## config.mk

```make
export PLATFORM = sky130hd
export DESIGN_NAME = counter_cmd_driver_flat
export DESIGN_NICKNAME = d
export VERILOG_FILES = /design/src/rtl/counter_drv_pkg.sv /design/src/rtl/counter_cmd_driver_if.sv /design/src/rtl/counter_shadow_model.sv /design/src/rtl/counter_cmd_driver.sv /design/src/flat_wrapper.sv
export SDC_FILE = /design/constraint.sdc
export NUM_CORES = 1
export LEC_CHECK = 0
export ABC_AREA = 1
export BUFFER_PORTS_ARGS = -buffer_cell sky130_fd_sc_hd__buf_2
export CAP_MARGIN = 20
export CORE_ASPECT_RATIO = 0.9
export CORE_UTILIZATION = 54
export DETAILED_ROUTE_END_ITERATION = 8
export MAX_ROUTING_LAYER = met4
export PLACE_DENSITY = 0.85
export REMOVE_ABC_BUFFERS = 1
export SLEW_MARGIN = 10
export SYNTH_ARGS = -nofsm -noshare
export SYNTH_HDL_FRONTEND = slang
export SYNTH_SLANG_ARGS = --single-unit
export TNS_END_PERCENT = 1
```

## constraint.sdc

```tcl
create_clock -name i_clk -period 1.7 [get_ports i_clk]
set_input_delay 0.085 -clock i_clk [delete_from_list [all_inputs] [get_ports i_clk]]
set_output_delay 0.085 -clock i_clk [all_outputs]
set_load 0.02 [all_outputs]
```

## src/rtl/counter_drv_pkg.sv

```systemverilog
// Shared types and default widths for the counter command driver.
package counter_drv_pkg;

    localparam int unsigned CNT_WIDTH = 4;
    localparam int unsigned CNT_LEN_W = 4;

    typedef enum logic [1:0] {OP_HOLD, OP_LOAD, OP_UP, OP_DOWN} cnt_op_e;
    typedef enum logic [1:0] {IDLE, DRIVE, SETTLE, RESP} drv_state_e;

endpackage

```

## src/rtl/counter_cmd_driver_if.sv

```systemverilog
// Command and response channels between a stimulus source and the counter driver.
interface counter_cmd_driver_if
    import counter_drv_pkg::*;
#(
    parameter int unsigned WIDTH = CNT_WIDTH,
    parameter int unsigned LEN_W = CNT_LEN_W
);
    logic             cmd_valid;
    logic             cmd_ready;
    cnt_op_e          cmd_op;
    logic [WIDTH-1:0] cmd_data;
    logic [LEN_W-1:0] cmd_len;
    logic             rsp_valid;
    logic             rsp_ready;
    logic [WIDTH-1:0] rsp_count;
    logic             rsp_high;
    logic             rsp_low;
    logic             rsp_err;

    modport master (
        output cmd_valid, cmd_op, cmd_data, cmd_len, rsp_ready,
        input  cmd_ready, rsp_valid, rsp_count, rsp_high, rsp_low, rsp_err
    );

    modport slave (
        input  cmd_valid, cmd_op, cmd_data, cmd_len, rsp_ready,
        output cmd_ready, rsp_valid, rsp_count, rsp_high, rsp_low, rsp_err
    );
endinterface

```

## src/rtl/counter_shadow_model.sv

```systemverilog
// Reference copy of the saturating up/down counter, fed by the same strobes the
// driver puts on the pins, so its value is what the real counter should show.
module counter_shadow_model
    import counter_drv_pkg::*;
#(
    parameter int unsigned WIDTH = CNT_WIDTH
) (
    input  logic             i_clk,
    input  logic             i_rst_n,
    input  logic             i_load,
    input  logic             i_up,
    input  logic             i_down,
    input  logic [WIDTH-1:0] i_in,
    output logic [WIDTH-1:0] o_exp_count,
    output logic             o_exp_high,
    output logic             o_exp_low
);
    localparam logic [WIDTH-1:0] CNT_MAX = {WIDTH{1'b1}};

    logic [WIDTH-1:0] r_count;
    logic             r_high;
    logic             r_low;
    logic [WIDTH-1:0] w_next;

    // load > up > down, both directions saturate
    always_comb begin
        w_next = r_count;
        if (i_load) begin
            w_next = i_in;
        end else if (i_up) begin
            if (r_count != CNT_MAX) w_next = r_count + WIDTH'(1);
        end else if (i_down) begin
            if (r_count != '0) w_next = r_count - WIDTH'(1);
        end
    end

    // flags track the registered value, so low is set while held at zero in reset
    always_ff @(posedge i_clk or negedge i_rst_n) begin
        if (!i_rst_n) begin
            r_count <= '0;
            r_high  <= 1'b0;
            r_low   <= 1'b1;
        end else begin
            r_count <= w_next;
            r_high  <= (w_next == CNT_MAX);
            r_low   <= (w_next == '0);
        end
    end

    assign o_exp_count = r_count;
    assign o_exp_high  = r_high;
    assign o_exp_low   = r_low;
endmodule

```

## src/rtl/counter_cmd_driver.sv

```systemverilog
// Turns valid/ready commands into counter pin strobes, then returns the sampled
// counter state with a pass/fail flag from the shadow model.
module counter_cmd_driver
    import counter_drv_pkg::*;
#(
    parameter int unsigned WIDTH = CNT_WIDTH,
    parameter int unsigned LEN_W = CNT_LEN_W
) (
    input  logic                 i_clk,
    input  logic                 i_rst_n,
    counter_cmd_driver_if.slave  io_bus,
    output logic                 o_load,
    output logic                 o_up,
    output logic                 o_down,
    output logic [WIDTH-1:0]     o_in,
    input  logic [WIDTH-1:0]     i_count,
    input  logic                 i_high,
    input  logic                 i_low,
    output logic                 o_err_sticky
);
    drv_state_e       r_state;
    drv_state_e       w_state_nxt;
    cnt_op_e          r_op;
    cnt_op_e          w_op_nxt;
    logic [WIDTH-1:0] r_data;
    logic [WIDTH-1:0] w_data_nxt;
    logic [LEN_W-1:0] r_len_cnt;

    logic             r_cmd_ready, r_rsp_valid, r_load, r_up, r_down;
    logic [WIDTH-1:0] r_in;
    logic             w_cmd_ready_d, w_rsp_valid_d, w_load_d, w_up_d, w_down_d;
    logic [WIDTH-1:0] w_in_d;

    logic [WIDTH-1:0] r_rsp_count;
    logic             r_rsp_high, r_rsp_low, r_rsp_err, r_err_sticky;

    logic [WIDTH-1:0] w_exp_count;
    logic             w_exp_high, w_exp_low;
    logic             w_accept, w_mismatch;

    assign w_accept   = (r_state == IDLE) && io_bus.cmd_valid;
    assign w_mismatch = (i_count != w_exp_count) || (i_high != w_exp_high) || (i_low != w_exp_low);

    always_ff @(posedge i_clk or negedge i_rst_n) begin
        if (!i_rst_n) r_state <= IDLE;
        else          r_state <= w_state_nxt;
    end

    always_comb begin
        w_state_nxt = r_state;
        case (r_state)
            IDLE:    if (w_accept)             w_state_nxt = DRIVE;
            DRIVE:   if (r_len_cnt == '0)      w_state_nxt = SETTLE;
            SETTLE:                            w_state_nxt = RESP;
            RESP:    if (io_bus.rsp_ready)     w_state_nxt = IDLE;
            default:                           w_state_nxt = IDLE;
        endcase
    end

    // outputs decoded from the next state so the pins switch on the entering edge
    always_comb begin
        w_op_nxt      = w_accept ? io_bus.cmd_op   : r_op;
        w_data_nxt    = w_accept ? io_bus.cmd_data : r_data;
        w_cmd_ready_d = (w_state_nxt == IDLE);
        w_rsp_valid_d = (w_state_nxt == RESP);
        w_load_d      = (w_state_nxt == DRIVE) && (w_op_nxt == OP_LOAD);
        w_up_d        = (w_state_nxt == DRIVE) && (w_op_nxt == OP_UP);
        w_down_d      = (w_state_nxt == DRIVE) && (w_op_nxt == OP_DOWN);
        w_in_d        = w_load_d ? w_data_nxt : '0;
    end

    always_ff @(posedge i_clk or negedge i_rst_n) begin
        if (!i_rst_n) begin
            r_cmd_ready <= 1'b1;
            r_rsp_valid <= 1'b0;
            r_load      <= 1'b0;
            r_up        <= 1'b0;
            r_down      <= 1'b0;
            r_in        <= '0;
        end else begin
            r_cmd_ready <= w_cmd_ready_d;
            r_rsp_valid <= w_rsp_valid_d;
            r_load      <= w_load_d;
            r_up        <= w_up_d;
            r_down      <= w_down_d;
            r_in        <= w_in_d;
        end
    end

    // command latch, repeat counter and response capture at the end of SETTLE
    always_ff @(posedge i_clk or negedge i_rst_n) begin
        if (!i_rst_n) begin
            r_op         <= OP_HOLD;
            r_data       <= '0;
            r_len_cnt    <= '0;
            r_rsp_count  <= '0;
            r_rsp_high   <= 1'b0;
            r_rsp_low    <= 1'b0;
            r_rsp_err    <= 1'b0;
            r_err_sticky <= 1'b0;
        end else begin
            if (w_accept) begin
                r_op      <= io_bus.cmd_op;
                r_data    <= io_bus.cmd_data;
                r_len_cnt <= io_bus.cmd_len;
            end else if ((r_state == DRIVE) && (r_len_cnt != '0)) begin
                r_len_cnt <= r_len_cnt - LEN_W'(1);
            end
            if (r_state == SETTLE) begin
                r_rsp_count  <= i_count;
                r_rsp_high   <= i_high;
                r_rsp_low    <= i_low;
                r_rsp_err    <= w_mismatch;
                r_err_sticky <= r_err_sticky | w_mismatch;
            end
        end
    end

    counter_shadow_model #(.WIDTH(WIDTH)) u_shadow (
        .i_clk       (i_clk),
        .i_rst_n     (i_rst_n),
        .i_load      (r_load),
        .i_up        (r_up),
        .i_down      (r_down),
        .i_in        (r_in),
        .o_exp_count (w_exp_count),
        .o_exp_high  (w_exp_high),
        .o_exp_low   (w_exp_low)
    );

    assign io_bus.cmd_ready = r_cmd_ready;
    assign io_bus.rsp_valid = r_rsp_valid;
    assign io_bus.rsp_count = r_rsp_count;
    assign io_bus.rsp_high  = r_rsp_high;
    assign io_bus.rsp_low   = r_rsp_low;
    assign io_bus.rsp_err   = r_rsp_err;
    assign o_load           = r_load;
    assign o_up             = r_up;
    assign o_down           = r_down;
    assign o_in             = r_in;
    assign o_err_sticky     = r_err_sticky;
endmodule

```

## src/flat_wrapper.sv

```systemverilog
// flat-port wrapper written by rule: the top's interface ports become plain ports
module counter_cmd_driver_flat import counter_drv_pkg::*;
#(
    parameter int unsigned WIDTH = CNT_WIDTH,
    parameter int unsigned LEN_W = CNT_LEN_W
)
  (i_clk, i_rst_n, o_load, o_up, o_down, o_in, i_count, i_high, i_low, o_err_sticky, io_bus_cmd_valid, io_bus_cmd_op, io_bus_cmd_data, io_bus_cmd_len, io_bus_rsp_ready, io_bus_cmd_ready, io_bus_rsp_valid, io_bus_rsp_count, io_bus_rsp_high, io_bus_rsp_low, io_bus_rsp_err);
  counter_cmd_driver_if #(.WIDTH(WIDTH), .LEN_W(LEN_W)) io_bus_i ();
  input  logic i_clk;
  input  logic i_rst_n;
  output logic o_load;
  output logic o_up;
  output logic o_down;
  output logic [WIDTH-1:0] o_in;
  input  logic [WIDTH-1:0] i_count;
  input  logic i_high;
  input  logic i_low;
  output logic o_err_sticky;
  input wire logic [$bits(io_bus_i.cmd_valid)-1:0] io_bus_cmd_valid;
  input wire logic [$bits(io_bus_i.cmd_op)-1:0] io_bus_cmd_op;
  input wire logic [$bits(io_bus_i.cmd_data)-1:0] io_bus_cmd_data;
  input wire logic [$bits(io_bus_i.cmd_len)-1:0] io_bus_cmd_len;
  input wire logic [$bits(io_bus_i.rsp_ready)-1:0] io_bus_rsp_ready;
  output wire logic [$bits(io_bus_i.cmd_ready)-1:0] io_bus_cmd_ready;
  output wire logic [$bits(io_bus_i.rsp_valid)-1:0] io_bus_rsp_valid;
  output wire logic [$bits(io_bus_i.rsp_count)-1:0] io_bus_rsp_count;
  output wire logic [$bits(io_bus_i.rsp_high)-1:0] io_bus_rsp_high;
  output wire logic [$bits(io_bus_i.rsp_low)-1:0] io_bus_rsp_low;
  output wire logic [$bits(io_bus_i.rsp_err)-1:0] io_bus_rsp_err;
  assign io_bus_i.cmd_valid = io_bus_cmd_valid;
  assign io_bus_i.cmd_op = io_bus_cmd_op;
  assign io_bus_i.cmd_data = io_bus_cmd_data;
  assign io_bus_i.cmd_len = io_bus_cmd_len;
  assign io_bus_i.rsp_ready = io_bus_rsp_ready;
  assign io_bus_cmd_ready = io_bus_i.cmd_ready;
  assign io_bus_rsp_valid = io_bus_i.rsp_valid;
  assign io_bus_rsp_count = io_bus_i.rsp_count;
  assign io_bus_rsp_high = io_bus_i.rsp_high;
  assign io_bus_rsp_low = io_bus_i.rsp_low;
  assign io_bus_rsp_err = io_bus_i.rsp_err;
  counter_cmd_driver #(.WIDTH(WIDTH), .LEN_W(LEN_W)) u_core (.i_clk(i_clk), .i_rst_n(i_rst_n), .io_bus(io_bus_i), .o_load(o_load), .o_up(o_up), .o_down(o_down), .o_in(o_in), .i_count(i_count), .i_high(i_high), .i_low(i_low), .o_err_sticky(o_err_sticky));
endmodule
```

# Yosys cells after proc, flatten, opt, wreduce, memory -nomap -nowiden
# Index checks and enable logic that the tools add are counted.
# W data, S select, Z words.
dict set report word_totals {
  wordCells 63
  reg_bits 35
}
dict set report op_classes {
  muxes 14
  eq_ne 13
  add_sub_neg 3
  n_reduce_logical 14
  bitwise_logic 1
}
# operator n
set op_table {}
lappend op_table {{$mux W4} 9}
lappend op_table {{$eq A2 B2 Y1 const B} 5}
lappend op_table {{$logic_not A4 Y1} 2}
lappend op_table {{$mux W2} 4}
lappend op_table {{$pmux W2 S4} 1}
lappend op_table {{$reduce_bool A4 Y1} 2}
lappend op_table {{$sub A4 B1 Y4 const B} 2}
lappend op_table {{$eq A2 B1 Y1 const B} 3}
lappend op_table {{$logic_and A1 B1 Y1} 5}
lappend op_table {{$add A4 B1 Y4 const B} 1}
lappend op_table {{$eq A4 B4 Y1 const B} 1}
lappend op_table {{$logic_not A2 Y1} 2}
lappend op_table {{$ne A4 B4 Y1} 1}
lappend op_table {{$ne A4 B4 Y1 const B} 1}
lappend op_table {{$logic_or A1 B1 Y1} 2}
lappend op_table {{$ne A1 B1 Y1} 2}
lappend op_table {{$reduce_bool A2 Y1} 1}
lappend op_table {{$or A1 B1 Y1} 1}

# Logic depth before layout (Yosys ltp)
# Gate-level depths: netlist of the first run.
dict set report logic_depth {
  depth_word 7
  depth_mapped 10
}

# Modules after synthesis
# From an unflattened synthesis of the first run, not the netlist that was laid out.
dict set report hier_totals {
  cells_unflattened 238
  area_unflattened_um2 1829.3
}
# mod n_inst seq_area_each_um2 cells_per_inst area_per_inst_um2
set modules_own_cells {}
lappend modules_own_cells {counter_cmd_driver 1 726.9 160 1310.0}
lappend modules_own_cells {counter_shadow_model 1 151.4 78 519.2}

# Worst setup path before layout of the first run
# Ideal clock, no wire load.
dict set report synth_timing {
  kind {reg2reg}
  start {reg u_core.u_shadow.r_count[0] (netlist: u_core.u_shadow.o_exp_count[0])}
  end {reg u_core.u_shadow.r_high (netlist: u_core.u_shadow.o_exp_high)}
  path_slack_ns 0.355
  path_buffers 0
  synth_period_minus_slack_ns 1.345
  t_arrival_ns 1.229
  stages_incl_launch_ff 11
  path_cell_list {dfrtp_1 inv_1 ha_1 nand2_2 nand3_2 nand2_2 nand2_1 nand3_2 nand2_2 nand2_1 nor2_1}
}
dict set report synth_via {
  elab_chain_cells 6
  elab_cells_between_ends 10
}
# element line_no
set synth_lines {}
lappend synth_lines {{from (decl)} counter_shadow_model.sv:20} ;# logic [WIDTH-1:0] r_count;
lappend synth_lines {{from (signal assigned)} counter_shadow_model.sv:44} ;# r_count <= w_next;
lappend synth_lines {{$sub A4 B1 Y4 / $reduce_bool A4 Y1 (equally long branches)} counter_shadow_model.sv:33} ;# if (r_count != '0) w_next = r_count - WIDTH'(1);
lappend synth_lines {{$mux W4} counter_shadow_model.sv:33}
lappend synth_lines {{$mux W4} counter_shadow_model.sv:32} ;# end else if (i_down) begin
lappend synth_lines {{$mux W4 (*)} counter_shadow_model.sv:30} ;# end else if (i_up) begin
lappend synth_lines {{$mux W4 (*)} counter_shadow_model.sv:28} ;# if (i_load) begin
lappend synth_lines {{net u_core.u_shadow.w_next[0]} counter_shadow_model.sv:23} ;# logic [WIDTH-1:0] w_next;
lappend synth_lines {{$eq A4 B4 Y1 (*)} counter_shadow_model.sv:45} ;# r_high <= (w_next == CNT_MAX);
lappend synth_lines {{to (signal assigned)} counter_shadow_model.sv:45}
lappend synth_lines {{to (decl)} counter_shadow_model.sv:21} ;# logic r_high;
# Mark *: on every way through the listed nets, which the timed path passes. The rest lies on a longest branch.
# A chain may end at the register's enable or synchronous reset.

# Worst setup path after layout of the first run
dict set report layout_timing {
  start {reg u_core.u_shadow.r_count[0] (netlist: u_core.u_shadow.o_exp_count[0])}
  end {reg u_core.u_shadow.r_low (netlist: u_core.u_shadow.o_exp_low)}
}
dict set report layout_via {
  elab_chain_cells 6
  elab_cells_between_ends 10
}
# element line_no
set layout_lines {}
lappend layout_lines {{$sub A4 B1 Y4 / $reduce_bool A4 Y1 (equally long branches)} counter_shadow_model.sv:33}
lappend layout_lines {{$mux W4} counter_shadow_model.sv:33}
lappend layout_lines {{$mux W4} counter_shadow_model.sv:32}
lappend layout_lines {{$mux W4 (*)} counter_shadow_model.sv:30}
lappend layout_lines {{$mux W4 (*)} counter_shadow_model.sv:28}
lappend layout_lines {{$logic_not A4 Y1 (*)} counter_shadow_model.sv:46} ;# r_low <= (w_next == '0);
lappend layout_lines {{to (signal assigned)} counter_shadow_model.sv:46}
lappend layout_lines {{to (decl)} counter_shadow_model.sv:22} ;# logic r_low;
# Mark *: on every way between the ends. The rest lies on a longest branch, timed or not.

==> metrics, run 1 <==
Reg clk slew, reported paths=70 ps; startpoint types=flip-flop; Req. time, crit path=1920 ps; Post-synth top cells=nand2_1, dfrtp_1, inv_1; post-synth top area share=0.458; Yosys reg bits=35; FFs w/ async S/R, synth=1.00; 1st-pass router iterations=5; cell count after synthesis=219; post-synth top area cell=dfrtp_1; Yosys cell types=29; Max stage delay on crit path=450 ps; fin util=0.673; setup violators final=0; final-layout fill cell count=272; top post-synthesis cells by area=dfrtp_1, nand2_1, inv_1, nand3_1, nor2_1; DRC violations left=0; min-delay src=i_count[2]; kind of critical path=flip-flop to flip-flop; Routed Antenna Nets=0; reg2reg path depth=9; full die area=0.00357 mm^2; leakage power=1.14 nW; Mean Syn Cell Area=8.23 um^2; CTS Buf Count=5; final hold violations=0; Hold Path Sink=u_core.io_bus.rsp_count[2]; antenna fix cells=0; max-cap violations=0; hold path cells=3; status=finished, final reports clean; initial core utilization=0.579; Yosys warnings=0; crit path time final=1530 ps; Total Routing Usage GR=0.215; synthesized area=0.00180 mm^2; clk_skew=3.83 ps; PD cells=1940 mW/mm^2; Remaining Overflow, GRT=0; Placement Cell Area=0.00199 mm^2; Final Max Slew Viols=0; H-tree levels=2; clk sinks=35; TNS Setup=0 ps; largest net degree at the start of global routing=36; worst hold slack=42.2 ps; ys flop type=dfrtp_1; CP arrival=1750 ps; Final Non-Filler Cells=303; post-DP HPWL=2360 um; initial antenna violation count=0; sequential share of the synthesized area=0.487; r2r startpoint=u_core.u_shadow.o_exp_count[0]; vias in the first global route=1347; # IOs=37; Final Cell Area=0.00210 mm^2; Max Freq=652 MHz; placed cell count=293; Die W=62.9 um; CP max-delay cell=dfrtp_1; CP Max Fanout=6; port bufs=36; area added between synthesis and finish=16.2%; Relative slew margins=0.502; Skew-Pair Late Insertion Delay=280 ps; chip height=56.8 um; first-pass GRT wire length=5800 um; routed vias/inst=4.83; core box area=0.00311 mm^2; period utilization=0.902; Vias=1462; CTS tree=built; type of the worst min-delay path=primary input to flip-flop; EDFF count, synth=0; r2r endpoint=u_core.u_shadow.o_exp_low; reg2reg setup slack=170 ps; clk root buf=clkbuf_8; CTS Buffer Depth=2; unrepaired setup endpoints after global routing=no; gp weighted congestion=0.939; Rows=19; maximum VDD drop=0.00109 V; CP Capture Type=flip-flop; net total in the final layout=283; 1st-iter DRT viols=101; Avg WL per Cell=10.6 um; most used cell, CP=nand2_1; WL final=3220 um; most frequent cell after synthesis=nand2_1; Worst-Margin Slew=747 ps; CP cell instances=inv_2, ha_1, nand2_2, nand2_1, nand2_1, nand3_1, a21oi_1, nand2_1, nor2_1; share of post-route cells with drive strength above 1=0.261; Post-CTS Setup Repair Bufs=0
-- cell type report --
type	instances	area (um^2)	area share
sequential	35	878	0.419
clock buffer	7	76.3	0.0364
timing repair buffer	39	208	0.0991
multi-input combinational	145	748	0.357
inverter	34	128	0.0609
clock inverter	1	5.00	0.00239
tap	42	52.6	0.0251
-- layout by cell type, fill, tap and decap left out, types with 2 or more instances in the layout --
cell,synthesis,layout
or2_0,4,4
a21oi_1,4,4
inv_2,6,7
or2_2,3,3
clkbuf_8,0,5
o21ai_0,13,13
ha_1,3,3
buf_2,0,36
nand3_1,16,16
nand2_2,4,4
dfrtp_1,33,33
dfstp_2,2,2
xor2_1,4,4
nand3_2,3,3
clkbuf_1,0,2
inv_1,28,27
nor2_1,18,18
nand2_1,58,58
nor2_2,2,2
nand4_1,3,3
dlygate4sd3_1,0,2
-- registers in the layout (all words and copies together) (netlist names), 2 cells and up --
| signal | count |
|---|---|
| u_core.r_len_cnt | 4 |
| u_core.r_data | 4 |
| u_core.r_op | 2 |
| u_core.io_bus.rsp_count | 4 |
| u_core.u_shadow.o_exp_count | 4 |
| u_core.r_state | 2 |
| u_core.o_in | 4 |
-- worst max-delay path: cells and delay by family, from the launching register on --
family / cells / cell delay, ps
buffers and inverters: 1 / 100
flip-flops: 1 / 450
AND/OR/NAND/NOR: 6 / 500
AO/OA/AOI/OAI: 1 / 160
adder cells (fa/ha/maj): 1 / 260
-- layer usage --
metal  part of all wire  GRT usage  vias up
met5                  0          -        -
met4              0.010     0.0764        0
met3              0.058     0.0488        5
met2               0.47      0.344       46
met1               0.47      0.267      650
li1                   -          -      761
-- cell families after synthesis --
group                    Yosys count  share of synthesized area
AND/OR/NAND/NOR                  116                      0.302
XOR/XNOR                           5                     0.0243
adder cells (fa/ha/maj)            3                     0.0208
AO/OA/AOI/OAI                     21                     0.0680
buffers and inverters             39                     0.0978
flip-flops                        35                      0.487
-- through the flow --
stage | worst slack (ps) | power, mW
finish | 167 | 4.06
detailed placement | 184 | 3.50
floorplan | 355 | 3.00
CTS | 125 | 4.08
global placement | 235 | 3.45
global route | 44.3 | 4.47
-- worst max path at each step --
stage                                              start  slack [ps]                    endpoint  cells past startpoint
after global routing      u_core.u_shadow.o_exp_count[0]          40   u_core.u_shadow.o_exp_low                      9
after detailed placement  u_core.u_shadow.o_exp_count[0]         180  u_core.u_shadow.o_exp_high                      9
after global placement    u_core.u_shadow.o_exp_count[0]         230  u_core.u_shadow.o_exp_high                     10
after floorplan           u_core.u_shadow.o_exp_count[0]         360  u_core.u_shadow.o_exp_high                     10
final                     u_core.u_shadow.o_exp_count[0]         170   u_core.u_shadow.o_exp_low                      9
after CTS                 u_core.u_shadow.o_exp_count[0]         130  u_core.u_shadow.o_exp_high                      9
-- timing repair --
action | 4_1_cts | 5_1_grt
gates resized for setup | 0 | 1
hold endpoints to repair | 34 | 0
hold buffers | 2 | 0
setup endpoints to repair | 0 | 2
-- power breakdown --
part,internal (mW),switching [mW]
combinational,0.747,1.28
clock,0.287,0.275
sequential,1.21,0.267
Power figures use the tool's default switching activity.
==> run 2, diff against run 1 <==
--- a/config.mk
+++ b/config.mk
@@ -9,9 +9,9 @@
 export BUFFER_PORTS_ARGS = -buffer_cell sky130_fd_sc_hd__buf_2
 export CAP_MARGIN = 20
 export CORE_ASPECT_RATIO = 0.9
+export CORE_MARGIN = 2
 export CORE_UTILIZATION = 54
 export DETAILED_ROUTE_END_ITERATION = 8
-export MAX_ROUTING_LAYER = met4
 export PLACE_DENSITY = 0.85
 export REMOVE_ABC_BUFFERS = 1
 export SLEW_MARGIN = 10
==> run 2 against run 1 <==
Net effect: clock power up 15%; fmax about the same; clock skew down 1.5 ps; first-iteration DRC count up 2.0%; critical path type unchanged; critical endpoint unchanged.
==> metrics, run 2 (synthesis gave the netlist of run 1 again) <==
antenna fix cells=0 (unchanged); # IOs=37 (unchanged); status=finished, final reports clean (unchanged); startpoint types=flip-flop (unchanged); post-DP HPWL=2520 um (was 2360 um); most used cell, CP=nand2_1 (unchanged); Vias=1475 (was 1462); Max stage delay on crit path=440 ps (was 450 ps); area added between synthesis and finish=17.5% (was 16.2%); CP Max Fanout=6 (unchanged); Die W=64.9 um (was 62.9 um); 1st-iter DRT viols=103 (was 101); max-cap violations=0 (unchanged); Final Max Slew Viols=0 (unchanged); full die area=0.00382 mm^2 (was 0.00357 mm^2); clk sinks=35 (unchanged); CTS Buf Count=5 (unchanged); Skew-Pair Late Insertion Delay=280 ps (about the same); leakage power=1.15 nW (was 1.14 nW); share of post-route cells with drive strength above 1=0.268 (was 0.261); Placement Setup Slack=197 ps (was 184 ps); maximum VDD drop=0.00118 V (was 0.00109 V); clk root buf=clkbuf_8 (unchanged); Max Freq=653 MHz (was 652 MHz); largest net degree at the start of global routing=36 (unchanged); initial core utilization=0.579 (unchanged); CTS Buffer Depth=2 (unchanged); final hold violations=0 (unchanged); DRC violations left=0 (unchanged); Avg WL per Cell=10.9 um (was 10.6 um); 1st-pass router iterations=4 (was 5); H-tree levels=2 (unchanged); chip height=58.8 um (was 56.8 um); CP arrival=1750 ps (about the same); first-pass GRT wire length=5890 um (was 5800 um); routed vias/inst=4.87 (was 4.83); Reg clk slew, reported paths=70 ps (about the same); gp weighted congestion=0.879 (was 0.939); commonest non-fill, non-tap cell in the layout=nand2_1 (unchanged); WL final=3320 um (was 3220 um); crit path time final=1530 ps (about the same); period utilization=0.901 (was 0.902); CP max-delay cell=dfrtp_1 (unchanged); CP cell instances=inv_1, ha_1, nand2_2, nand3_2, nand2_2, nand2_1, nand3_1, nand2_1, nand2_1, nor2_1 (was inv_2, ha_1, nand2_2, nand2_1, nand2_1, nand3_1, a21oi_1, nand2_1, nor2_1); Worst-Margin Slew=747 ps (about the same); most frequent cells in the layout=nand2_1, buf_2, dfrtp_1 (unchanged); core box area=0.00311 mm^2 (unchanged); vias in the first global route=1380 (was 1347); Total Routing Usage GR=0.205 (was 0.215); net total in the final layout=283 (unchanged); kind of critical path=flip-flop to flip-flop (unchanged); Remaining Overflow, GRT=0 (unchanged); PD cells=1970 mW/mm^2 (was 1940 mW/mm^2); final-layout fill cell count=260 (was 272); Top Family by Delay on Critical Path=simple AND/OR/NAND/NOR gates (unchanged); Rows=19 (unchanged); port bufs=36 (unchanged); Routed Antenna Nets=0 (unchanged); initial antenna violation count=0 (unchanged); CTS tree=built (unchanged); fin worst setup slack=168 ps (was 167 ps); type of the worst min-delay path=primary input to flip-flop (unchanged); Crit path buffers/inverters=1 (unchanged); setup violators final=0 (unchanged); CP Capture Type=flip-flop (unchanged); Req. time, crit path=1910 ps (was 1920 ps); Relative slew margins=0.502 (about the same); clk_skew=2.30 ps (was 3.83 ps); worst hold slack=41.0 ps (was 42.2 ps)
## run 2: report_power, final
part	switching, mW	leakage, nW	internal (mW)
registers	0.275	0.425	1.21
clock network	0.276	0.0515	0.369
logic	1.28	0.671	0.751
## run 2: worst min-delay path, cell delays in order
cell and delay, ps:
buf_2 100, nand2_1 50, nand2_1 50
## run 2: final timing paths
kind,startpoint,end,slack [ps],cells after the start
worst max-delay path,u_core.u_shadow.o_exp_count[0],u_core.u_shadow.o_exp_low,170,10
worst min-delay path,i_count[2],u_core.io_bus.rsp_count[2],40,3
worst max register to register,u_core.u_shadow.o_exp_count[0],u_core.u_shadow.o_exp_low,170,10
worst min register to register,u_core.o_err_sticky,u_core.o_err_sticky,470,2
max in group asynchronous,i_rst_n,u_core.u_shadow.o_exp_count[1],780,2
min in group asynchronous,i_rst_n,u_core.io_bus.rsp_count[0],400,2
## run 2: final cells by class
class / instances / area [um^2] / share of cell area
flip-flops and latches: 35 / 880 / 0.415
multi-input cells: 145 / 751 / 0.354
repair buffers: 39 / 208 / 0.0981
inverters: 34 / 128 / 0.0602
clock buffers: 8 / 100 / 0.0473
well taps: 42 / 52.6 / 0.0248
## run 2: through the flow
stage               instance area, um^2  total power [mW]   util  setup TNS (ps)  instances
floorplan                          1750              3.00      -               0        214
global placement                   1990              3.45  0.640               0        293
detailed placement                 1990              3.53  0.640               0        293
CTS                                2110              4.19  0.679               0        303
global route                       2120              4.59  0.680          -0.109        303
finish                             2120              4.17  0.680               0        303
## run 2: what timing repair did
action | in CTS | in global routing
setup endpoints to repair | 0 | 1
setup buffers | 0 | 0
hold buffers | 2 | 0
hold endpoints to repair | 34 | 0
gates resized for setup | 0 | 2
## run 2: routing by layer
metal  share of wire  global-route usage  vias to the layer above
li1                -                   -                      761
met1            0.45               0.247                      662
met2            0.47               0.339                       43
met3           0.054              0.0535                        9
met4           0.028               0.116                        0
met5               0                   0                        -
